--- src/rtl/arm_mem_arbiter.sv ---
// arm_mem_arbiter: single-port memory arbiter between fetch and data ports, fixed read latency.
// Optional fetch starvation guard enabled by defining MEM_ARB_STARVE_GUARD_EN. Rev 1.0
`default_nettype none

module arm_mem_arbiter #(
   parameter int LATENCY    = 2,
   parameter int STARVE_MAX = 4
) (
   input  logic        clk,
   input  logic        rst_b,
   input  logic        i_req,
   input  logic [29:0] i_addr,
   output logic        i_done,
   output logic [31:0] i_rdata,
   input  logic        d_req,
   input  logic [29:0] d_addr,
   input  logic [3:0]  d_we,
   input  logic [31:0] d_wdata,
   output logic        d_done,
   output logic [31:0] d_rdata,
   output logic [29:0] mem_addr,
   output logic [3:0]  mem_write_en,
   output logic [31:0] mem_data_in,
   input  logic [31:0] mem_data_out,
   output logic        mem_busy
);

   localparam logic [3:0] LAT_INIT = 4'(LATENCY);

   typedef enum logic [1:0] {
      IDLE = 2'd0,
      BUSY = 2'd1,
      DONE = 2'd2
   } state_t;

   state_t     state;
   state_t     next_state;
   logic [3:0] cnt;
   logic       owner_data;
   logic       data_wins;
   logic       any_req;

   assign any_req = i_req | d_req;

`ifdef MEM_ARB_STARVE_GUARD_EN
   localparam logic [3:0] STARVE_LIMIT = 4'(STARVE_MAX);
   logic [3:0] starve;

   // Fetch is forced through once data has won STARVE_MAX times in a row over it.
   assign data_wins = d_req & ~(i_req & (starve == STARVE_LIMIT));

   always_ff @(posedge clk or negedge rst_b) begin
      if (!rst_b) begin
         starve <= 4'h0;
      end else if (state == IDLE) begin
         if (i_req && data_wins)
            starve <= starve + 4'h1;
         else
            starve <= 4'h0;
      end
   end
`else
   assign data_wins = d_req;
`endif

   always_comb begin
      next_state = state;
      case (state)
         IDLE:    if (any_req) next_state = BUSY;
         BUSY:    if (cnt == 4'h1) next_state = DONE;
         DONE:    next_state = IDLE;
         default: next_state = IDLE;
      endcase
   end

   always_ff @(posedge clk or negedge rst_b) begin
      if (!rst_b) begin
         state        <= IDLE;
         cnt          <= 4'h0;
         owner_data   <= 1'b0;
         mem_addr     <= 30'h0;
         mem_write_en <= 4'h0;
         mem_data_in  <= 32'h0;
         i_rdata      <= 32'h0;
         d_rdata      <= 32'h0;
      end else begin
         state <= next_state;
         case (state)
            IDLE: begin
               if (any_req) begin
                  owner_data <= data_wins;
                  cnt        <= LAT_INIT;
                  if (data_wins) begin
                     mem_addr     <= d_addr;
                     mem_write_en <= d_we;
                     mem_data_in  <= d_wdata;
                  end else begin
                     mem_addr     <= i_addr;
                     mem_write_en <= 4'h0;
                  end
               end
            end
            BUSY: begin
               // Enables live for the first BUSY cycle only so a store lands once.
               mem_write_en <= 4'h0;
               cnt          <= cnt - 4'h1;
               if (cnt == 4'h1) begin
                  if (owner_data)
                     d_rdata <= mem_data_out;
                  else
                     i_rdata <= mem_data_out;
               end
            end
            default: ;
         endcase
      end
   end

   assign i_done   = (state == DONE) & ~owner_data;
   assign d_done   = (state == DONE) &  owner_data;
   assign mem_busy = (state != IDLE);

endmodule

`default_nettype wire

--- config.mk ---
export PLATFORM = sky130hd
export DESIGN_NAME = arm_mem_arbiter
export DESIGN_NICKNAME = d
export VERILOG_FILES = /design/src/rtl/arm_mem_arbiter.sv
export SDC_FILE = /design/constraint.sdc
export NUM_CORES = 1
export LEC_CHECK = 0
export ABC_AREA = 0
export ABC_CLOCK_PERIOD_IN_PS = 2000
export BUFFER_PORTS_ARGS = -buffer_cell sky130_fd_sc_hd__buf_2
export CORE_UTILIZATION = 42
export DETAILED_ROUTE_END_ITERATION = 8
export PLACE_DENSITY = 0.83
export RECOVER_POWER = 100
export SYNTH_ARGS = -nofsm -noshare
export SYNTH_HDL_FRONTEND = slang
export SYNTH_SLANG_ARGS = --single-unit
--- constraint.sdc ---
create_clock -name clk -period 2 [get_ports clk]
set_clock_uncertainty 0.15 [all_clocks]
set_input_delay 0.6 -clock clk [delete_from_list [all_inputs] [get_ports clk]]
set_output_delay 0.6 -clock clk [all_outputs]
set_load 0.01 [all_outputs]
==> summary.md <==
| Metric | Value |
|---|---|
| Final setup fails | `30` |
| Hold Worst Slack | `268 ps` |
| Initial DRC count | `205` |
| Critical Path Start Type | `flip-flop` |
| Violations in the final reports | `setup timing` |
| DRC violations left | `0` |
| Min-delay worst type | `input port to flip-flop` |
| Most area-consuming cells after synthesis | `sky130_fd_sc_hd__dfrtp_1 (62%), sky130_fd_sc_hd__mux2_2 (19%), sky130_fd_sc_hd__o21ai_0 (6.0%), sky130_fd_sc_hd__mux2i_1 (5.6%), sky130_fd_sc_hd__clkbuf_1 (0.95%)` |
| Post-Place Cells | `821` |
| Pin slew with the least headroom to its limit | `1050 ps` |
| Maximum number of pins on one net before global-route repair | `40` |
| Worst slew margin relative to its limit | `30.1%` |
| X dimension of the die | `117 um` |
| Reg power frac | `38.2%` |
| Placement row count | `41` |
| Power Internal | `8.58 mW` |
| Fraction of final layout cells with drive strength greater than 1 | `61.4%` |
| CTS tree | `yes` |
| Average size of a mapped cell | `14.1 sq um` |
| Number of buffers inserted by port buffering | `264` |
| Effective utilization at floorplan | `43.5%` |
| Clock insertion delay at the later pin of the skew report | `410 ps` |
| Post-Syn Instances | `393` |
| Hold depth | `2` |
| Unrepaired setup endpoints after global routing | `yes` |
| Total global routing track utilization | `19.6%` |
| Synthesized cell area | `5530 sq um` |
| Non-filler instance count after layout | `861` |
| Detailed Routing Iterations Pass 1 | `4` |
| Worst setup slack before clock tree synthesis | `-60.0 ps` |
| Area grow syn2layout | `44.5%` |
| Largest area contributor in the netlist | `sky130_fd_sc_hd__dfrtp_1` |
| Outcome | `finished with violations` |
| Ratio of routed vias to standard cells | `5.03` |
| Post-detailed-route count of antenna-violating nets | `0` |
| Proportion of total power due to net switching | `32.9%` |
| Core Footprint | `12700 sq um` |
| Die area | `13600 sq um` |
| Share of total power in the clock network | `22.7%` |
| Initial antenna violation count | `0` |
| Depth of the most critical reg-to-reg path | `7` |
| Power density relative to cell area | `1600 nW/um^2` |
| Combined area of the multi-input logic cells | `2110 sq um` |
| Worst Path Arrival | `2190 ps` |
| Layout fillers | `996` |
| Critical Path End Type | `flip-flop` |
| Root buf cell | `sky130_fd_sc_hd__clkbuf_16` |
| Max-cap viol count | `0` |
| Sum of internal, switching and leakage power | `12.8 mW` |
| CTS Buf Count | `17` |
| Post-detail-place hpwl | `9.97 mm` |
| Vertical extent of the die | `117 um` |
| Total of warnings raised by yosys | `0` |
| Final worst setup slack | `-49.3 ps` |
| Period minus WS final | `2050 ps` |
| Combinational cell fraction of total power | `39.1%` |
| Maximum clock path buffer count | `2` |
| Average wire per standard cell | `16.5 um` |
| Routability cong. | `0.781` |
| Share of the synthesized area in the top cell type | `61.9%` |
| Total number of vias | `4327` |
| Residual overflow from global routing | `0` |
| Clk sink count | `137` |
| Final Hold Vio Count | `0` |
| Number of H-tree branching levels | `4` |
| Number of global-route vias before repair | `4276` |
| Final slew viol count | `0` |
| CTS clk-pin slew, worst paths | `60 ps` |
| Sequential standard cell area | `3430 sq um` |
| Period utilisation layout | `102%` |
| Portion of the post-synthesis area used by sequential elements | `61.9%` |
| Top achievable clock speed | `0.488 GHz` |
| LEAKAGE | `4.01 nW` |
| Wire length after detailed routing | `14.2 mm` |
| Yosys cell types | `32` |
| Synthesized Nets | `527` |
| Largest fanout of any net on the critical path | `8` |
| Wire length of the first global-routing pass | `20.2 mm` |
| Worst setup path class | `flip-flop to flip-flop` |
| Antenna diode count | `0` |
| Worst EP required | `2140 ps` |
| Number of primary I/O pins | `265` |
| Final design utilization | `62.8%` |
| FF+latch count, synth | `137` |
| Power dissipated by switching net loads | `4.21 mW` |
| Maximum vdd drop | `0.737 mV` |
| Final Net Count | `813` |
[repair_timing]
action / 4_1_cts / 5_1_grt
buffers inserted: 2 / 5
endpoints found under the setup margin: 35 / 35
gates cloned: 0 / 3
endpoints found under the hold margin: 35 / 0
hold buffers: 1 / 0
pin swaps: 1 / 1
gates resized for setup: 5 / 39
[layout by cell type, fill, tap and decap left out, types with 2 or more instances in the layout]
cell type	instances
sky130_fd_sc_hd__a22oi_1	3
sky130_fd_sc_hd__a2bb2oi_1	2
sky130_fd_sc_hd__buf_12	8
sky130_fd_sc_hd__buf_2	261
sky130_fd_sc_hd__buf_4	15
sky130_fd_sc_hd__buf_6	4
sky130_fd_sc_hd__bufinv_16	2
sky130_fd_sc_hd__clkbuf_1	3
sky130_fd_sc_hd__clkbuf_16	19
sky130_fd_sc_hd__clkinv_2	4
sky130_fd_sc_hd__clkinvlp_4	2
sky130_fd_sc_hd__dfrtp_1	137
sky130_fd_sc_hd__inv_1	2
sky130_fd_sc_hd__mux2_2	64
sky130_fd_sc_hd__mux2_4	32
sky130_fd_sc_hd__mux2i_1	31
sky130_fd_sc_hd__nand2_1	5
sky130_fd_sc_hd__nor2_1	3
sky130_fd_sc_hd__nor2b_1	2
sky130_fd_sc_hd__o21ai_0	66
[power by group through the flow]
| stage | logic, mW | clock network (mW) | registers (mW) |
|---|---|---|---|
| floorplan | 1.88 | 0 | 5.44 |
| global placement | 4.40 | 0 | 4.79 |
| detailed placement | 4.59 | 0 | 4.88 |
| CTS | 4.64 | 2.96 | 4.85 |
| global route | 5.46 | 3.07 | 5.04 |
| finish | 5.00 | 2.90 | 4.88 |
[cells by family (layout without fill, tap and decap cells)]
family,count (synthesis),count (layout),synth area share [%]
DFF,137,137,61.9
adders and majority gates,2,2,0.452
AOI/OAI and AO/OA,75,75,7.14
buffers and inverters,28,324,2.62
and+or+nand+nor,24,24,2.69
muxes,127,127,25.1
[layer usage]
layer	share of wire [%]	track usage, %
met5	0	0
met4	2.5	9.70
met1	39	21.3
met3	5.9	5.72
met2	53	34.9
[area by class of cell]
type,instances,area share (%)
clock buffer,20,5.46
clock inverter,9,1.30
inverter,3,0.141
multi-input combinational,228,26.4
sequential,137,42.9
tap,172,2.69
timing repair buffer,292,21.1
[path summary, 6_finish.rpt]
kind | start | endpoint | slack [ps]
min in group asynchronous | rst_b | d_rdata[1] | 770
setup / recovery | cnt[1] | i_rdata[29] | -50
hold / removal | d_wdata[24] | mem_data_in[24] | 270
max in group asynchronous | rst_b | mem_addr[22] | 190
setup reg to reg | cnt[1] | i_rdata[29] | -50
hold reg to reg | mem_data_in[19] | mem_data_in[19] | 350
[sequential cells by signal, summed over array words and instances (netlist names)]
name and flops:
owner_data 1, state 2, i_rdata 32, mem_write_en 4, d_rdata 32, mem_data_in 32
mem_addr 30, cnt 4
[cell usage after synthesis, drive strengths merged]
cell type / number
nor2: 5
nor3: 2
a22oi: 3
nor2b: 2
a21oi: 1
clkbuf: 14
a2bb2oi: 2
or3b: 1
nand3: 1
nand2b: 1
buf: 11
mux2i: 31
o21ai: 67
dfrtp: 137
nor3b: 2
or2: 2
inv: 3
and3b: 1
a21o: 1
nor4: 1
nand2: 5
o211ai: 1
nand3b: 1
mux2: 96
ha: 2
[per-stage QoR]
step	TNS, ps	instance area (sq um)
finish	-718	8000
global route	-2120	8000
CTS	-1370	7740
detailed placement	-1480	7160
global placement	0	7160
floorplan	0	5530
[critical path, cell delays in order, from the launching register on]
cell                        delay (ps)
sky130_fd_sc_hd__dfrtp_1           380
sky130_fd_sc_hd__inv_2              90
sky130_fd_sc_hd__ha_4              120
sky130_fd_sc_hd__or3b_4            390
sky130_fd_sc_hd__nor3_4            150
sky130_fd_sc_hd__buf_12            160
sky130_fd_sc_hd__clkbuf_16         170
sky130_fd_sc_hd__mux2_4            310
No activity file was read; power rests on OpenSTA's default activity.
